## src/rtl/country_car_detector.sv

```systemverilog
// Country-road car detector: sync + debounce loop sensor, count queue, raise X.
// Ports: clk, clear (async, active high), car_raw, country[1:0] -> X, car_count, arrival.
// Optional MIN_GREEN_HOLD_EN: holds X in SERVE for MIN_GREEN cycles after green.
module country_car_detector #(
  parameter int DEBOUNCE      = 4,
  parameter int CNT_W         = 4,
  parameter int MAX_CARS      = 15,
  parameter int THRESHOLD     = 3,
  parameter int MAX_WAIT      = 20,
  parameter int DEPART_CYCLES = 5
`ifdef MIN_GREEN_HOLD_EN
  ,
  parameter int MIN_GREEN     = 8
`endif
) (
  input  logic             clk,
  input  logic             clear,
  input  logic             car_raw,
  input  logic [1:0]       country,
  output logic             X,
  output logic [CNT_W-1:0] car_count,
  output logic             arrival
);

  localparam int DB_W = $clog2(DEBOUNCE + 1);
  localparam int WT_W = $clog2(MAX_WAIT + 1);
  localparam int DP_W = $clog2(DEPART_CYCLES + 1);

  typedef enum logic [1:0] {
    IDLE,
    WAIT,
    REQ,
    SERVE
  } state_t;

  state_t state, nxt;

  logic            s1, s2;
  logic            db, db_q;
  logic [DB_W-1:0] dbcnt;
  logic [WT_W-1:0] wtmr;
  logic [DP_W-1:0] dtmr;
  logic            green;
  logic            dep;
  logic            empty;
  logic            full;
  logic            over;

  // Encoding 3 is not GREEN, so it behaves as RED.
  assign green = (country == 2'd2);
  assign empty = (car_count == '0);
  assign full  = (car_count == CNT_W'(MAX_CARS));
  assign over  = (car_count >= CNT_W'(THRESHOLD));
  assign dep   = green && !empty
              && (dtmr == DP_W'(DEPART_CYCLES - 1));

  always_ff @(posedge clk or posedge clear) begin
    if (clear) begin
      s1    <= 1'b0;
      s2    <= 1'b0;
      db    <= 1'b0;
      db_q  <= 1'b0;
      dbcnt <= '0;
    end else begin
      s1   <= car_raw;
      s2   <= s1;
      db_q <= db;
      if (s2 != db) begin
        if (dbcnt == DB_W'(DEBOUNCE - 1)) begin
          db    <= s2;
          dbcnt <= '0;
        end else begin
          dbcnt <= dbcnt + 1'b1;
        end
      end else begin
        dbcnt <= '0;
      end
    end
  end

  always_ff @(posedge clk or posedge clear) begin
    if (clear) begin
      arrival <= 1'b0;
    end else begin
      arrival <= db & ~db_q;
    end
  end

  // Timer restarts after each full departure period, queue empty or not.
  always_ff @(posedge clk or posedge clear) begin
    if (clear) begin
      dtmr <= '0;
    end else if (!green) begin
      dtmr <= '0;
    end else if (dtmr == DP_W'(DEPART_CYCLES - 1)) begin
      dtmr <= '0;
    end else begin
      dtmr <= dtmr + 1'b1;
    end
  end

  always_ff @(posedge clk or posedge clear) begin
    if (clear) begin
      car_count <= '0;
    end else begin
      unique case ({arrival, dep})
        2'b10:   if (!full) car_count <= car_count + 1'b1;
        2'b01:   car_count <= car_count - 1'b1;
        default: car_count <= car_count;
      endcase
    end
  end

`ifdef MIN_GREEN_HOLD_EN
  localparam int HG_W = $clog2(MIN_GREEN + 1);
  logic [HG_W-1:0] hcnt;
  logic            held;

  assign held = (hcnt < HG_W'(MIN_GREEN - 1));

  always_ff @(posedge clk or posedge clear) begin
    if (clear) begin
      hcnt <= '0;
    end else if (state != SERVE) begin
      hcnt <= '0;
    end else if (held) begin
      hcnt <= hcnt + 1'b1;
    end
  end
`endif

  always_ff @(posedge clk or posedge clear) begin
    if (clear) begin
      state <= IDLE;
      wtmr  <= '0;
      X     <= 1'b0;
    end else begin
      state <= nxt;
      X     <= (nxt == REQ) || (nxt == SERVE);
      if (state == WAIT) begin
        wtmr <= wtmr + 1'b1;
      end else begin
        wtmr <= '0;
      end
    end
  end

  always_comb begin
    nxt = state;
    unique case (state)
      IDLE: begin
        if (over) begin
          nxt = REQ;
        end else if (!empty) begin
          nxt = WAIT;
        end
      end
      WAIT: begin
        if (empty) begin
          nxt = IDLE;
        end else if (over || wtmr == WT_W'(MAX_WAIT - 1)) begin
          nxt = REQ;
        end
      end
      REQ: begin
        if (empty) begin
          nxt = IDLE;
        end else if (green) begin
          nxt = SERVE;
        end
      end
      SERVE: begin
`ifdef MIN_GREEN_HOLD_EN
        if (empty && !held) begin
          nxt = IDLE;
        end else if (!green && !empty) begin
          nxt = REQ;
        end
`else
        if (empty) begin
          nxt = IDLE;
        end else if (!green) begin
          nxt = REQ;
        end
`endif
      end
      default: nxt = IDLE;
    endcase
  end

endmodule
```

## config.mk

```make
export PLATFORM = sky130hd
export DESIGN_NAME = country_car_detector
export DESIGN_NICKNAME = d
export VERILOG_FILES = /design/src/rtl/country_car_detector.sv
export SDC_FILE = /design/constraint.sdc
export NUM_CORES = 1
export LEC_CHECK = 0
export ABC_AREA = 0
export BUFFER_PORTS_ARGS = -buffer_cell sky130_fd_sc_hd__buf_2
export CORE_ASPECT_RATIO = 0.6
export CORE_MARGIN = 8
export CORE_UTILIZATION = 50
export DETAILED_ROUTE_END_ITERATION = 7
export PLACE_DENSITY = 0.69
export SLEW_MARGIN = 20
export SYNTH_ARGS = -nofsm -noshare
export SYNTH_HDL_FRONTEND = slang
export SYNTH_SLANG_ARGS = --single-unit
```

## constraint.sdc

```tcl
create_clock -name clk -period 6.2 [get_ports clk]
set_input_delay 1.55 -clock clk [delete_from_list [all_inputs] [get_ports clk]]
set_output_delay 1.55 -clock clk [all_outputs]
set_load 0.01 [all_outputs]
```

Word level (Yosys, flattened, before mapping)

Index checks and enable logic that the tools add are counted.

Add/sub/neg operators: 5
Order comparisons: 1
Eq/ne operators: 14
Multiplexer cells: 16
Bitwise operators: 2
Reduce and logical (&&, ||, !) cells: 10

Operators with widths:

| cell                                                               | number |
|---|---|
| two-way mux 2 bit                                                  | 8 |
| equality test 2 bit (second input constant)                        | 6 |
| two-way mux 3 bit                                                  | 4 |
| case mux 2 bit (4 select lines)                                    | 1 |
| case mux 4 bit (2 select lines)                                    | 1 |
| adder 3 x 1 -> 3 bit (second input constant)                       | 2 |
| adder 5 x 1 -> 5 bit (second input constant)                       | 1 |
| equality test 5 bit (second input constant)                        | 1 |
| two-way mux 5 bit                                                  | 1 |
| adder 4 x 1 -> 4 bit (second input constant)                       | 1 |
| equality test 2 x 1 -> 1 bit (second input constant)               | 2 |
| equality test 4 bit (second input constant)                        | 1 |
| greater-or-equal comparator 4 x 2 -> 1 bit (second input constant) | 1 |
| logical NOT 4 bit                                                  | 1 |
| two-way mux 4 bit                                                  | 1 |
| AND reduction 2 bit                                                | 2 |
| subtractor 4 x 1 -> 4 bit (second input constant)                  | 1 |
| equality test 3 x 2 -> 1 bit (second input constant)               | 1 |
| equality test 3 bit (second input constant)                        | 1 |
| logical AND 1 bit                                                  | 2 |
| logical NOT 2 bit                                                  | 1 |
| logical OR 1 bit                                                   | 2 |
| != test 2 bit (second input constant)                              | 1 |
| nonzero test 2 bit                                                 | 1 |
| 4 further kinds                                                    | 4 |

Register bits: 23
Input port bits: 5
Output and inout bits: 6
Logic and storage cells: 59

Depth between registers and ports, before layout

Depth after elaboration: 7
Mapped depth: 11
Mapped depth without buffers: 11

Worst setup path before layout

No wires, ideal clock.

Path type: input to register
Start point: in country[0]
End point: reg car_count[2]
Library setup time: 120 ps
Data arrival time: 2903 ps
Data required time: 6080 ps
Slack: 3178 ps
Cell stages on the path: 9
Path buffers: 0
Path through: and4b_2 nand2b_1 nor3_1 a21o_1 ha_1 nor2_1 a41oi_2 o311ai_1 and3_1

Cells in the longest elaborated chain, start to end: 6

Ends and longest elaborated chain:

| element                                                                     | line | RTL |
|---|---|---|
| start, declared                                                             | 19   | `input logic [1:0] country,` |
| equality test 2 bit *                                                       | 50   | `assign green = (country == 2'd2);` |
| logical AND 1 bit *                                                         | 54   | `assign dep = green && !empty` |
| logical AND 1 bit *                                                         | 55   | `&& (dtmr == DP_W'(DEPART_CYCLES - 1));` |
| equality test 2 bit / equality test 2 x 1 -> 1 bit (equally long branches)  | 106  | `unique case ({arrival, dep})` |
| != test 2 bit (no source line) / nonzero test 2 bit (equally long branches) | --   |  |
| AND reduction 2 bit (no source line)                                        | --   |  |
| end signal, assigned                                                        | 107  | `2'b10: if (!full) car_count <= car_count + 1'b1;` |
| end signal, assigned                                                        | 108  | `2'b01: car_count <= car_count - 1'b1;` |
| end signal, assigned                                                        | 109  | `default: car_count <= car_count;` |
| end, declared                                                               | 21   | `output logic [CNT_W-1:0] car_count,` |

Mark *: on every way between the ends. The rest lies on a longest branch, timed or not.
A chain may end at the register's enable or synchronous reset.

Worst setup path after layout

Ends and elaborated chain as after synthesis.

==> run summary <==
Outcome: completed
Setup Viol. Count Final: 0
Vias in the first global route: 742
Tcrit/Tclk final: 50.0%
Cts bufs inserted: 3
Max Cap Viol: 0
Class of the worst hold path: register to register
Critical Path End Type: register
Horizontal extent of the die: 77.9 um
Via count: 842
Total overflow reported by the global router: 0
H-tree depth: 1
Postcts setup bufs: 0
Clock tree from TritonCTS: built
Synth Warn #: 0
Buffer depth of the longest clock path: 2
Distinct cells, synth: 40
Highest net fanout along the worst path: 6
Mapped Avg Cell Area: 10.7 um^2
Crit path DAT: 3260 ps
Largest net degree at the start of global routing: 24
Sequential power share: 49.5%
Number of vias per cell after detailed routing: 5.69
Total number of placement rows: 13
Clk pwr share: 20.8%
Number of hold buffers added after cts: 0
Maximum resistive drop on vdd: 0.163 mV
Worst Max-Slew Pin Slew: 843 ps
Antenna diodes: 0
First drt pass iteration count: 4
Highest-count cells in the layout ignoring fill and taps: 23 x sky130_fd_sc_hd__dfrtp_1, 12 x sky130_fd_sc_hd__nor2_1, 10 x sky130_fd_sc_hd__buf_2, 8 x sky130_fd_sc_hd__inv_1
Die outline height: 53.1 um
Post-route clock skew: 1.69 ps
Hold Vio Cnt, Final: 0
Initial Utilization: 53.2%
Total Routed Length: 2130 um
FMAX: 0.322 GHz
Slew Viols, Final: 0
Lkg Pwr: 0.544 nW
Clock input transition at the sequential cells of the worst setup and hold paths: 80 ps
Post-CTS sizing: 0
DRC violation count after routing: 0
Crit path buffers/inverters: 1
Worst path cell trace: buf_2, and4b_2, nand2b_1, nor3_1, a21o_1, ha_1, nor2_1, a41oi_2, o311ai_1, and3_1
P_int: 0.284 mW
Total of buffers placed on input and output ports: 10
Category of the critical setup timing path: input pin to register
Global-route wire length before repair: 3590 um
Clock latency reported for the late side of the worst-skew pair: 270 ps
Switching power summed over all nets: 0.161 mW
Post-Synthesis Net Count: 117
Setup TNS: 0 ps
Floorplan Core Area: 2160 um^2
Post-layout util: 57.8%
Worst EP required: 6360 ps
Synth-to-layout area growth: 8.81%
I/O Pins: 11
Initial DRC Count: 125
Sink Count: 23
Slowest CP cell: sky130_fd_sc_hd__and4b_2
GRT Overall Usage: 11.5%
Number of nets at the end of the flow: 129
Number of nets with antenna violations after detailed routing: 0
HPWL after DPL: 1550 um
Most frequent standard cell in the layout excluding fill and tap cells: sky130_fd_sc_hd__dfrtp_1
Number of flip-flops and latches in the synthesized netlist: 23
Type of origin of the critical path: input pin
CTS Root Buffer Type: sky130_fd_sc_hd__clkbuf_8
Routability congestion estimate from global placement: 0.835
Die area: 4140 um^2
Switching share of power: 36.2%
Share of the yosys chip area belonging to registers: 50.1%
Critical path's top delay family: simple AND/OR/NAND/NOR gates
Post-layout min period: 3100 ps
Largest incremental delay on the critical path: 320 ps
Combined area of all synthesized cells: 1150 um^2
Power density over the cells: 356 nW/um^2
Cells after Synth: 107
Final routed wire length divided by cell count: 14.4 um
Number of antenna violations at the first check in global routing: 0
Ratio of cells with drive above 1 in the final layout: 17.8%
Worst max-slew margin expressed relative to the limit: 43.7%
RSZ-0062 raised after global routing: no
Combinational fraction of design power: 29.7%
[cells in the mapped netlist]
| cell type | n | area share, % |
|---|---|---|
| sky130_fd_sc_hd__dfrtp_1 | 23 | 50 |
| sky130_fd_sc_hd__nor2_1 | 12 | 3.9 |
| sky130_fd_sc_hd__inv_1 | 8 | 2.6 |
| sky130_fd_sc_hd__ha_1 | 5 | 5.4 |
| sky130_fd_sc_hd__nand2_1 | 5 | 1.6 |
| sky130_fd_sc_hd__nand2b_1 | 4 | 2.2 |
| sky130_fd_sc_hd__nand3_1 | 4 | 1.7 |
| sky130_fd_sc_hd__nor3_1 | 3 | 1.3 |
| sky130_fd_sc_hd__o21ai_0 | 3 | 1.3 |
| sky130_fd_sc_hd__a211oi_1 | 2 | 1.3 |
| sky130_fd_sc_hd__a21o_1 | 2 | 1.3 |
| sky130_fd_sc_hd__a21oi_1 | 2 | 0.87 |
| sky130_fd_sc_hd__a41oi_1 | 2 | 1.5 |
| sky130_fd_sc_hd__clkbuf_8 | 2 | 2.4 |
| sky130_fd_sc_hd__nand4_1 | 2 | 1.1 |
| sky130_fd_sc_hd__nor3b_1 | 2 | 1.3 |
| sky130_fd_sc_hd__xnor2_1 | 2 | 1.5 |
| sky130_fd_sc_hd__xor2_1 | 2 | 1.5 |
| sky130_fd_sc_hd__a21o_2 | 1 | 0.76 |
| sky130_fd_sc_hd__a22o_1 | 1 | 0.76 |
| sky130_fd_sc_hd__a22oi_1 | 1 | 0.65 |
| sky130_fd_sc_hd__a41oi_2 | 1 | 1.4 |
| sky130_fd_sc_hd__and2_2 | 1 | 0.65 |
| sky130_fd_sc_hd__and3_1 | 1 | 0.54 |
| sky130_fd_sc_hd__and3b_1 | 1 | 0.76 |
| sky130_fd_sc_hd__and4b_2 | 1 | 0.98 |
| sky130_fd_sc_hd__clkbuf_2 | 1 | 0.43 |
| sky130_fd_sc_hd__maj3_1 | 1 | 0.87 |
| sky130_fd_sc_hd__mux2_2 | 1 | 0.98 |
| sky130_fd_sc_hd__nand3b_1 | 1 | 0.65 |
| sky130_fd_sc_hd__nand4b_1 | 1 | 0.76 |
| sky130_fd_sc_hd__nor2b_1 | 1 | 0.54 |
| sky130_fd_sc_hd__nor3_2 | 1 | 0.87 |
| sky130_fd_sc_hd__o2111ai_1 | 1 | 0.76 |
| sky130_fd_sc_hd__o211ai_1 | 1 | 0.65 |
| sky130_fd_sc_hd__o2bb2ai_1 | 1 | 0.76 |
| sky130_fd_sc_hd__o311ai_0 | 1 | 0.76 |
| sky130_fd_sc_hd__o311ai_1 | 1 | 0.76 |
| sky130_fd_sc_hd__o31ai_1 | 1 | 0.65 |
| sky130_fd_sc_hd__or3_4 | 1 | 0.98 |
[per-stage QoR]
| stage | setup WS [ps] | cell area, um^2 | power (mW) | instances | hold slack (ps) |
|---|---|---|---|---|---|
| floorplan | 3180 | 1150 | 0.327 | 107 | 331 |
| global placement | 2970 | 1200 | 0.350 | 144 | 339 |
| detailed placement | 2850 | 1200 | 0.354 | 144 | 350 |
| CTS | 3140 | 1250 | 0.448 | 148 | 369 |
| global route | 2960 | 1250 | 0.477 | 148 | 373 |
| finish | 3100 | 1250 | 0.445 | 148 | 363 |
[layer usage]
metal	part of all wire (%)	wire length, um	up-vias	global-route usage (%)
li1	-	-	409	-
met5	0	0	-	0
met3	7.0	149	5	5.57
met2	41	881	27	16.8
met4	2.3	48	0	7.32
met1	49	1050	401	13.4
[power by group through the flow]
stage,clock network [mW],logic [mW],registers (mW)
global placement,0,0.129,0.221
detailed placement,0,0.132,0.221
CTS,0.0972,0.132,0.219
global route,0.102,0.149,0.226
floorplan,0,0.119,0.208
finish,0.0924,0.132,0.220
[flip-flops by register name, summed over array words and instances, names as in the netlist]
name       cells
state          2
dbcnt          3
s2             1
db             1
car_count      4
dtmr           3
arrival        1
s1             1
wtmr           5
X              1
db_q           1
[area by class of cell]
type	count	area, um^2
Sequential cell	23	576
Clock inverter	1	5.00
Clock buffer	3	41.3
Fill cell	187	912
Inverter	8	30.0
Timing Repair Buffer	10	50.0
Tap cell	30	37.5
Multi-Input combinational cell	73	512
[path summary, 6_finish.rpt]
check                          endpoint  slack, ps       start  depth (start not counted)
min                                  s2        360          s1                          0
max                        car_count[2]       3100  country[0]                         10
min in group asynchronous      dbcnt[1]       1440       clear                          2
max in group asynchronous             X       4240       clear                          2
max reg2reg                car_count[2]       3820     dtmr[1]                         11
min reg2reg                          s2        360          s1                          0
[logic make-up (layout without fill, tap and decap cells)]
group | count (synthesis) | in the layout | synth area share [%]
and+or+nand+nor | 41 | 41 | 19.9
DFF | 23 | 23 | 50.1
AOI/OAI and AO/OA | 21 | 21 | 14.3
buffers and inverters | 11 | 22 | 5.44
adders and majority gates | 6 | 6 | 6.31
xor gates and xnor gates | 4 | 4 | 3.05
muxes | 1 | 1 | 0.979
Power figures use the tool's default switching activity.
